File: src/rtl/regfile_wr_sched_if.sv
// Write-port scheduler bus bundle: core writeback, decode sources for the
// hazard check, LSU load-return handshake, and the register-file write port.
//   master : core/LSU side (drives requests, observes port and status)
//   slave  : scheduler side (observes requests, drives port and status)
interface regfile_wr_sched_if;
    localparam int unsigned AW = 5;
    localparam int unsigned DW = 32;

    // core writeback and decode sources
    logic          core_we;
    logic [AW-1:0] core_addr;
    logic [DW-1:0] core_wd;
    logic [AW-1:0] rs1;
    logic [AW-1:0] rs2;

    // LSU load-return handshake
    logic          lsu_valid;
    logic [AW-1:0] lsu_addr;
    logic [DW-1:0] lsu_wd;
    logic          lsu_ready;

    // register-file write port
    logic          WE3;
    logic [AW-1:0] A3;
    logic [DW-1:0] WD3;

    // status toward the core
    logic          init_busy;
    logic          core_stall;
    logic          rd_hazard;

    modport master (
        output core_we, core_addr, core_wd, rs1, rs2,
        output lsu_valid, lsu_addr, lsu_wd,
        input  lsu_ready,
        input  WE3, A3, WD3,
        input  init_busy, core_stall, rd_hazard
    );

    modport slave (
        input  core_we, core_addr, core_wd, rs1, rs2,
        input  lsu_valid, lsu_addr, lsu_wd,
        output lsu_ready,
        output WE3, A3, WD3,
        output init_busy, core_stall, rd_hazard
    );
endinterface

File: src/rtl/regfile_wr_sched.sv
// Write-port scheduler for the 32x32 register file.
// After reset it zero-fills every register (the file has no clear of its own),
// then merges single-cycle core writebacks with late LSU load returns held in
// a 2-entry FIFO, with WAW kill, read-hazard flagging and starvation stalls.
// Ports:
//   clk  : rising-edge clock
//   rst  : asynchronous active-low reset
//   bus  : regfile_wr_sched_if.slave (core/LSU requests in; WE3/A3/WD3,
//          lsu_ready, init_busy, core_stall, rd_hazard out)
// WE3/A3/WD3, lsu_ready and rd_hazard are combinational so the file captures
// the write at the same edge the queue pops.
module regfile_wr_sched #(
    parameter int unsigned NREG       = 32,
    parameter int unsigned STARVE_LIM = 4
) (
    input logic               clk,
    input logic               rst,
    regfile_wr_sched_if.slave bus
);
    localparam int unsigned AW    = 5;
    localparam int unsigned DW    = 32;
    localparam int unsigned QD    = 2;
    localparam int unsigned CNT_W = (NREG > 1) ? $clog2(NREG) : 1;
    localparam int unsigned SW    = (STARVE_LIM > 0) ? $clog2(STARVE_LIM + 1) : 1;

    typedef enum logic {
        ST_INIT = 1'b0,
        ST_RUN  = 1'b1
    } state_t;

    typedef struct packed {
        logic          occ;
        logic          live;
        logic [AW-1:0] addr;
        logic [DW-1:0] data;
    } qent_t;

    state_t            state_q, state_d;
    logic [CNT_W-1:0]  cnt_q, cnt_d;
    logic [SW-1:0]     starve_q, starve_d;
    qent_t [QD-1:0]    q_q, q_d;

    logic              run_c;
    logic              head_live_c;
    logic              starve_drain_c;
    logic              core_acc_c;
    logic              head_drain_c;
    logic              pop_c;
    logic              lsu_ready_c;
    logic              push_c;
    logic              we_c;
    logic [AW-1:0]     a3_c;
    logic [DW-1:0]     wd3_c;
    logic              hazard_c;

    // State register: phase, INIT counter, starvation counter, FIFO.
    always_ff @(posedge clk or negedge rst) begin
        if (!rst) begin
            state_q  <= ST_INIT;
            cnt_q    <= '0;
            starve_q <= '0;
            q_q      <= '0;
        end else begin
            state_q  <= state_d;
            cnt_q    <= cnt_d;
            starve_q <= starve_d;
            q_q      <= q_d;
        end
    end

    // Next-state, queue update and write-port arbitration.
    always_comb begin
        state_d  = state_q;
        cnt_d    = cnt_q;
        starve_d = starve_q;
        q_d      = q_q;
        we_c     = 1'b0;
        a3_c     = '0;
        wd3_c    = '0;
        hazard_c = 1'b0;

        run_c          = (state_q == ST_RUN);
        head_live_c    = q_q[0].occ & q_q[0].live;
        starve_drain_c = run_c & head_live_c & (starve_q == SW'(STARVE_LIM));
        core_acc_c     = run_c & ~starve_drain_c & bus.core_we & (bus.core_addr != '0);
        // a dead head also pops here, just without a write
        head_drain_c   = run_c & ~starve_drain_c & ~core_acc_c & q_q[0].occ;
        pop_c          = starve_drain_c | head_drain_c;
        // entries stay compacted toward slot 0, so slot 1 occupied means full
        lsu_ready_c    = run_c & ~q_q[1].occ;
        push_c         = bus.lsu_valid & lsu_ready_c & (bus.lsu_addr != '0);

        case (state_q)
            ST_INIT: begin
                we_c = 1'b1;
                a3_c = AW'(cnt_q);
                if (cnt_q == CNT_W'(NREG - 1)) begin
                    cnt_d   = '0;
                    state_d = ST_RUN;
                end else begin
                    cnt_d = cnt_q + CNT_W'(1);
                end
            end

            ST_RUN: begin
                if (starve_drain_c) begin
                    we_c  = 1'b1;
                    a3_c  = q_q[0].addr;
                    wd3_c = q_q[0].data;
                end else if (core_acc_c) begin
                    we_c  = 1'b1;
                    a3_c  = bus.core_addr;
                    wd3_c = bus.core_wd;
                end else if (head_drain_c && q_q[0].live) begin
                    we_c  = 1'b1;
                    a3_c  = q_q[0].addr;
                    wd3_c = q_q[0].data;
                end

                // read hazard against any live queued destination
                for (int unsigned i = 0; i < QD; i++) begin
                    if (q_q[i].occ && q_q[i].live && (q_q[i].addr != '0) &&
                        ((q_q[i].addr == bus.rs1) || (q_q[i].addr == bus.rs2))) begin
                        hazard_c = 1'b1;
                    end
                end

                // younger core write kills older queued writes to the same reg
                for (int unsigned i = 0; i < QD; i++) begin
                    if (core_acc_c && q_q[i].occ && (q_q[i].addr == bus.core_addr)) begin
                        q_d[i].live = 1'b0;
                    end
                end

                if (pop_c) begin
                    q_d[0] = q_d[1];
                    q_d[1] = '0;
                end

                // append after the pop; x0 pushes complete but are dropped
                if (push_c) begin
                    if (!q_d[0].occ) begin
                        q_d[0] = '{occ: 1'b1, live: 1'b1, addr: bus.lsu_addr, data: bus.lsu_wd};
                    end else begin
                        q_d[1] = '{occ: 1'b1, live: 1'b1, addr: bus.lsu_addr, data: bus.lsu_wd};
                    end
                end

                if (pop_c || !head_live_c) begin
                    starve_d = '0;
                end else if (starve_q != SW'(STARVE_LIM)) begin
                    starve_d = starve_q + SW'(1);
                end
            end

            default: begin
                state_d = ST_INIT;
            end
        endcase

        // hold the write port quiet while reset is asserted
        if (!rst) begin
            we_c     = 1'b0;
            a3_c     = '0;
            wd3_c    = '0;
            hazard_c = 1'b0;
        end
    end

    assign bus.WE3        = we_c;
    assign bus.A3         = a3_c;
    assign bus.WD3        = wd3_c;
    assign bus.lsu_ready  = lsu_ready_c;
    assign bus.rd_hazard  = hazard_c;
    assign bus.init_busy  = (state_q == ST_INIT);
    assign bus.core_stall = (state_q == ST_INIT) | starve_drain_c;

endmodule

File: src/flat_wrapper.sv
// flat-port wrapper written by rule: the top's interface ports become plain ports
module regfile_wr_sched_flat 
#(
    parameter int unsigned NREG       = 32,
    parameter int unsigned STARVE_LIM = 4
)
  (clk, rst, bus_core_we, bus_core_addr, bus_core_wd, bus_rs1, bus_rs2, bus_lsu_valid, bus_lsu_addr, bus_lsu_wd, bus_lsu_ready, bus_WE3, bus_A3, bus_WD3, bus_init_busy, bus_core_stall, bus_rd_hazard);
  regfile_wr_sched_if bus_i ();
  input logic clk;
  input logic rst;
  input wire logic [$bits(bus_i.core_we)-1:0] bus_core_we;
  input wire logic [$bits(bus_i.core_addr)-1:0] bus_core_addr;
  input wire logic [$bits(bus_i.core_wd)-1:0] bus_core_wd;
  input wire logic [$bits(bus_i.rs1)-1:0] bus_rs1;
  input wire logic [$bits(bus_i.rs2)-1:0] bus_rs2;
  input wire logic [$bits(bus_i.lsu_valid)-1:0] bus_lsu_valid;
  input wire logic [$bits(bus_i.lsu_addr)-1:0] bus_lsu_addr;
  input wire logic [$bits(bus_i.lsu_wd)-1:0] bus_lsu_wd;
  output wire logic [$bits(bus_i.lsu_ready)-1:0] bus_lsu_ready;
  output wire logic [$bits(bus_i.WE3)-1:0] bus_WE3;
  output wire logic [$bits(bus_i.A3)-1:0] bus_A3;
  output wire logic [$bits(bus_i.WD3)-1:0] bus_WD3;
  output wire logic [$bits(bus_i.init_busy)-1:0] bus_init_busy;
  output wire logic [$bits(bus_i.core_stall)-1:0] bus_core_stall;
  output wire logic [$bits(bus_i.rd_hazard)-1:0] bus_rd_hazard;
  assign bus_i.core_we = bus_core_we;
  assign bus_i.core_addr = bus_core_addr;
  assign bus_i.core_wd = bus_core_wd;
  assign bus_i.rs1 = bus_rs1;
  assign bus_i.rs2 = bus_rs2;
  assign bus_i.lsu_valid = bus_lsu_valid;
  assign bus_i.lsu_addr = bus_lsu_addr;
  assign bus_i.lsu_wd = bus_lsu_wd;
  assign bus_lsu_ready = bus_i.lsu_ready;
  assign bus_WE3 = bus_i.WE3;
  assign bus_A3 = bus_i.A3;
  assign bus_WD3 = bus_i.WD3;
  assign bus_init_busy = bus_i.init_busy;
  assign bus_core_stall = bus_i.core_stall;
  assign bus_rd_hazard = bus_i.rd_hazard;
  regfile_wr_sched #(.NREG(NREG), .STARVE_LIM(STARVE_LIM)) u_core (.clk(clk), .rst(rst), .bus(bus_i));
endmodule
File: config.mk
export PLATFORM = sky130hd
export DESIGN_NAME = regfile_wr_sched_flat
export DESIGN_NICKNAME = d
export VERILOG_FILES = /design/src/rtl/regfile_wr_sched_if.sv /design/src/rtl/regfile_wr_sched.sv /design/src/flat_wrapper.sv
export SDC_FILE = /design/constraint.sdc
export NUM_CORES = 1
export LEC_CHECK = 0
export ABC_CLOCK_PERIOD_IN_PS = 2410
export CORE_AREA = 3 3 133 135
export CTS_CLUSTER_SIZE = 25
export DETAILED_ROUTE_END_ITERATION = 6
export DIE_AREA = 0 0 136 138
export PLACE_DENSITY_LB_ADDON = 0.1
export REMOVE_ABC_BUFFERS = 1
export SYNTH_ARGS = -nofsm -noshare
export SYNTH_HDL_FRONTEND = slang
export SYNTH_SLANG_ARGS = --single-unit
export TNS_END_PERCENT = 10
File: constraint.sdc
create_clock -name clk -period 2.41 [get_ports clk]
set_clock_uncertainty 0.2 [all_clocks]
set_input_delay 0.482 -clock clk [delete_from_list [all_inputs] [get_ports clk]]
set_output_delay 0.482 -clock clk [all_outputs]
set_load 0.05 [all_outputs]
After elaboration in Yosys (flattened, before gate mapping)
Index checks and enable logic that the tools add are counted.
{"block": "op_classes", "n_addsub": 2, "n_eq_ne": 9, "mux": 31, "n_bitwise": 17, "n_reduce_logical": 21}
{"cell": "$mux W78", "count": 3}
{"cell": "$mux W32", "count": 5}
{"cell": "$mux W39", "count": 1}
{"cell": "$mux W38", "count": 1}
{"cell": "$eq A5 B5 Y1", "count": 6}
{"cell": "$mux W5", "count": 5}
{"cell": "$reduce_bool A5 Y1", "count": 4}
{"cell": "$mux W1", "count": 12}
{"cell": "$and A1 B1 Y1", "count": 11}
{"cell": "$logic_and A1 B1 Y1", "count": 11}
{"cell": "$pmux W5 S2", "count": 1}
{"cell": "$mux W3", "count": 2}
{"cell": "$add A5 B1 Y5 const B", "count": 1}
{"cell": "$eq A5 B5 Y1 const B", "count": 1}
{"cell": "$not A1 Y1", "count": 4}
{"cell": "$add A3 B1 Y3 const B", "count": 1}
{"cell": "$eq A3 B3 Y1 const B", "count": 1}
{"cell": "$logic_or A1 B1 Y1", "count": 3}
{"cell": "$ne A3 B3 Y1 const B", "count": 1}
{"cell": "$or A1 B1 Y1", "count": 2}
{"cell": "$pmux W1 S2", "count": 1}
{"cell": "$reduce_and A2 Y1", "count": 1}
{"cell": "$reduce_bool A2 Y1", "count": 1}
{"cell": "$logic_not A1 Y1", "count": 1}
{"block": "totals", "ff_bits": 87}

Longest topological paths before layout
{"block": "depth", "word_depth": 16, "ltp_mapped": 9, "depth_no_buf": 7}

Worst setup path before layout
No wires, ideal clock.
{"block": "synth_path", "path_kind": "input -> output", "from": "input bus_core_addr[1]", "to": "output bus_A3[0]", "t_arrival_ns": 2.603, "setup_slack_ns": -0.875, "stages": 4, "n_path_buf": 0, "cell_sequence": "or4_4 > o21ai_2 > a21oi_1 > a211oi_1"}
{"block": "synth_via", "elab_chain_cells": 11}
{"element": "start: declaration", "line_no": "flat_wrapper.sv:12", "text": "input wire logic [$bits(bus_i.core_addr)-1:0] bus_core_addr;"}
{"element": "$reduce_bool A5 Y1 *", "line_no": "regfile_wr_sched.sv:85", "text": "core_acc_c = run_c & ~starve_drain_c & bus.core_we & (bus.core_addr != '0);"}
{"element": "$and A1 B1 Y1 *", "line_no": "regfile_wr_sched.sv:85"}
{"element": "$not A1 Y1", "line_no": "regfile_wr_sched.sv:87", "text": "head_drain_c = run_c & ~starve_drain_c & ~core_acc_c & q_q[0].occ;"}
{"element": "$and A1 B1 Y1 (2 in a row)", "line_no": "regfile_wr_sched.sv:87"}
{"element": "$logic_and A1 B1 Y1", "line_no": "regfile_wr_sched.sv:114", "text": "end else if (head_drain_c && q_q[0].live) begin"}
{"element": "$mux W5", "line_no": "regfile_wr_sched.sv:114"}
{"element": "$mux W5 *", "line_no": "regfile_wr_sched.sv:110", "text": "end else if (core_acc_c) begin"}
{"element": "$mux W5 *", "line_no": "regfile_wr_sched.sv:106", "text": "if (starve_drain_c) begin"}
{"element": "$pmux W5 S2 *", "line_no": "regfile_wr_sched.sv:93", "text": "case (state_q)"}
{"element": "$mux W5 *", "line_no": "regfile_wr_sched.sv:162", "text": "if (!rst) begin"}
{"element": "end: declaration", "line_no": "flat_wrapper.sv:21", "text": "output wire logic [$bits(bus_i.A3)-1:0] bus_A3;"}
Every way passes the cells marked *; elsewhere a longest branch is shown, timed or not.

Final worst setup path
{"block": "layout_path", "from": "input bus_core_addr[3]", "to": "output bus_WD3[6]"}
{"block": "layout_via", "elab_chain_cells": 11}
{"element": "$reduce_bool A5 Y1 *", "line_no": "regfile_wr_sched.sv:85"}
{"element": "$and A1 B1 Y1 *", "line_no": "regfile_wr_sched.sv:85"}
{"element": "$not A1 Y1", "line_no": "regfile_wr_sched.sv:87"}
{"element": "$and A1 B1 Y1 (2 in a row)", "line_no": "regfile_wr_sched.sv:87"}
{"element": "$logic_and A1 B1 Y1", "line_no": "regfile_wr_sched.sv:114"}
{"element": "$mux W32", "line_no": "regfile_wr_sched.sv:114"}
{"element": "$mux W32 *", "line_no": "regfile_wr_sched.sv:110"}
{"element": "$mux W32 *", "line_no": "regfile_wr_sched.sv:106"}
{"element": "$mux W32 *", "line_no": "regfile_wr_sched.sv:93"}
{"element": "$mux W32 *", "line_no": "regfile_wr_sched.sv:162"}
{"element": "end: declaration", "line_no": "flat_wrapper.sv:22", "text": "output wire logic [$bits(bus_i.WD3)-1:0] bus_WD3;"}
Marks and branches as above.

==> results.txt <==
----------------------------------------------------
[Logic synthesis]
  Distinct cell type count after synthesis ... 41
  Post-Synthesis Cells ... 562
  Fraction of registers with async set/reset ... 100%
  Yosys top cell area share ... 43.7%
  Flip-flop cell with the highest count after synthesis ... dfrtp_1
  Post-synthesis sequential area ratio ... 43.7%
  Count of state elements after synthesis ... 87
  Syn Std Cell Area ... 4980 µm²
  Leading cell type by number of instances after synthesis ... nand2_1
  Avg Inst Size Synth ... 8.87 µm²
  Commonest cells in the netlist ... nand2_1, dfrtp_1, inv_1
  Area contributors post-synth ... dfrtp_1, a221oi_2, nand2_1, inv_1, a22o_1
  Number of flops mapped to enable cells by yosys ... 0
  Warning count from the yosys run ... 0
  Cell taking the most area after synthesis ... dfrtp_1

[Die]
  Initial Util ... 30.1%
  Floorplan die width ... 136 µm
  Die span in y ... 138 µm
  I/O pins ... 130
  Core footprint ... 16600 µm²
  # rows ... 47
  Total Die Area ... 18800 µm²

[Detailed routing]
  Total Routed Length ... 15800 µm
  DR iter-0 viols ... 216
  Detailed-route DRC error count ... 0
  Number of search-and-repair iterations in the first detailed-routing pass ... 4
  Antenna Violating Nets Remaining ... 0
  Routed vias ... 4552
  Vias per inst ... 4.80
  Wirelength per Cell ... 16.7 µm

[Hold path]
  Class of the tightest hold or removal check ... flop to flop

[Layout]
  Area Overhead vs Synth ... 59.0%
  Number of fillers in the final layout ... 1543
  Total inserted antenna cells ... 0
  Total number of nets in the final design ... 816
  Fraction of layout cells with a size suffix above 1 ... 26.2%

[Timing]
  Post-route setup TNS ... -17250 ps
  Max-slew violations ... 0
  Min setup slack post-route ... -549 ps
  Worst relative slew slack ... 27.3%
  Measured slew at the worst slew-check pin ... 1090 ps
  Highest attainable clock frequency ... 338 MHz
  RSZ-0062 raised after global routing ... true
  Post-route clock period utilization ... 123%
  Final critical delay including setup and external delays ... 2960 ps
  Hold violation total from the final report ... 0
  Final setup violation count ... 39

[Pwr]
  Peak supply drop ... 0.404 mV
  Total power divided by cell area ... 947 nW/µm²
  Static leakage ... 3.62 nW

[Place]
  Placement Setup Slack ... -829 ps
  Buffers added on ports ... 129
  Routability congestion estimate from global placement ... 0.889
  Final HPWL DP ... 11000 µm

[Critical path]
  Critical Setup Path Class ... input port to output pin
  Max FO, Critical Path ... 5
  Type of element launching the critical path ... input port
  Data arrival, critical path ... 2280 ps
  Critical path data required time ... 1730 ps
  Sort of element at the end of the critical path ... output pin

[GRT]
  GRT Resource Usage Total ... 17.4%
  Global-route wire length before repair ... 25900 µm
  Pin count of the biggest net entering global routing ... 83
  Congestion Overflow GR ... 0
  Vias in the first global route ... 4893
  Initial antenna violation count ... 0

[CTS]
  Clock net sink count ... 87
  CTS max path bufs ... 2
  CTS root buffer ... clkbuf_16
  CTS tree ... built
  H-Tree Level Count ... 3
  Number of CTS-inserted buffers ... 9
  Clk pin slew, worst setup/hold paths ... 60 ps
  Clock network latency to the later pin of the worst-skew pair ... 340 ps

[Status]
  Run status ... complete, but fails checks
  Violations in the final reports ... setup timing

[Job]
  Max-cap viol count ... 0

----------------------------------------------------
==> critical path, stage by stage <==
cell and delay, ps:
buf_6 90, or4_4 560, o21ai_4 170, a21oi_2 70, nor3_4 120, buf_6 120, buf_6 100, buf_12 110
buf_16 130, a22o_1 170, buf_12 140
==> layout by cell type (no fill, tap or decap), types with 3 or more instances in the layout <==
| master | n |
|---|---|
| a211oi_1 | 3 |
| a21oi_1 | 3 |
| a21oi_2 | 4 |
| a221oi_1 | 7 |
| a221oi_2 | 30 |
| a22o_1 | 15 |
| a22o_4 | 17 |
| a31oi_1 | 3 |
| buf_12 | 52 |
| buf_16 | 3 |
| buf_4 | 48 |
| buf_6 | 5 |
| clkbuf_16 | 9 |
| clkdlybuf4s50_1 | 82 |
| clkinv_2 | 3 |
| dfrtp_1 | 87 |
| ha_1 | 4 |
| inv_1 | 82 |
| nand2_1 | 88 |
| nand3_1 | 7 |
| nand4_1 | 5 |
| nor2_1 | 50 |
| nor3_1 | 5 |
| nor3_4 | 3 |
| o21ai_0 | 51 |
| xnor2_1 | 25 |
| xor2_1 | 5 |
==> final timing paths <==
check | start | endpoint | slack, ps | cells after the start
max in group asynchronous | rst | u_core.q_q[76] | 890 | 3
max reg2reg | u_core.starve_q[0] | u_core.q_q[37] | 90 | 8
min reg2reg | u_core.q_q[63] | u_core.q_q[63] | 330 | 2
min | u_core.q_q[63] | u_core.q_q[63] | 330 | 2
max | bus_core_addr[3] | bus_WD3[6] | -550 | 11
min in group asynchronous | rst | u_core.cnt_q[1] | 380 | 3
==> registers in the layout (all words and copies together) (netlist names) <==
signal,cells
u_core.starve_q,3
u_core.cnt_q,5
u_core.run_c,1
u_core.q_q,78
==> per-stage QoR <==
step	area (µm²)	hold WS (ps)	total power (W)	instances	util, %
after floorplan	4780	-13.6	0.00438	520	-
after global placement	7300	239	0.00596	922	44.0
after detailed placement	7300	240	0.00605	922	44.0
after CTS	7820	316	0.00754	947	47.1
after global routing	7930	344	0.00799	948	47.8
final	7930	328	0.00751	948	47.8
==> layer usage <==
| layer | wire (µm) | GRT usage [%] |
|---|---|---|
| met1 | 6820 | 21.9 |
| met2 | 8020 | 28.9 |
| met3 | 813 | 3.92 |
| met4 | 172 | 6.79 |
| met5 | 0 | 0 |
==> area by class of cell <==
| class | count | area [µm²] | share of cell area, % |
|---|---|---|---|
| inverters | 82 | 308 | 3.88 |
| multi-input cells | 351 | 2510 | 31.7 |
| clock buffers | 11 | 243 | 3.06 |
| well taps | 220 | 275 | 3.47 |
| repair buffers | 193 | 2390 | 30.1 |
| flip-flops and latches | 87 | 2180 | 27.5 |
| clock inverters | 4 | 22.5 | 0.284 |
==> where the power goes <==
group          internal (W)  switching, W
clock              0.000716      0.000573
combinational       0.00181       0.00186
sequential          0.00201      0.000528
==> cell families (layout without fill, tap and decap cells) <==
group | after synthesis | count (layout) | synth area share, %
AOI/OAI and AO/OA | 147 | 147 | 25.1
xor gates and xnor gates | 30 | 30 | 5.27
adders and majority gates | 4 | 4 | 1.00
buffers and inverters | 124 | 290 | 10.3
DFF | 87 | 87 | 43.7
muxes | 2 | 2 | 0.452
and+or+nand+nor | 168 | 168 | 14.1
==> what timing repair did <==
action                                 4_1_cts  5_1_grt
buffers inserted                             6        1
setup endpoints to repair                  118       42
hold buffers                                 1        0
pin swaps                                    7        7
endpoints found under the hold margin        5        0
gates resized for setup                     37       13
gates cloned                                 3        0
Power figures use the tool's default switching activity.
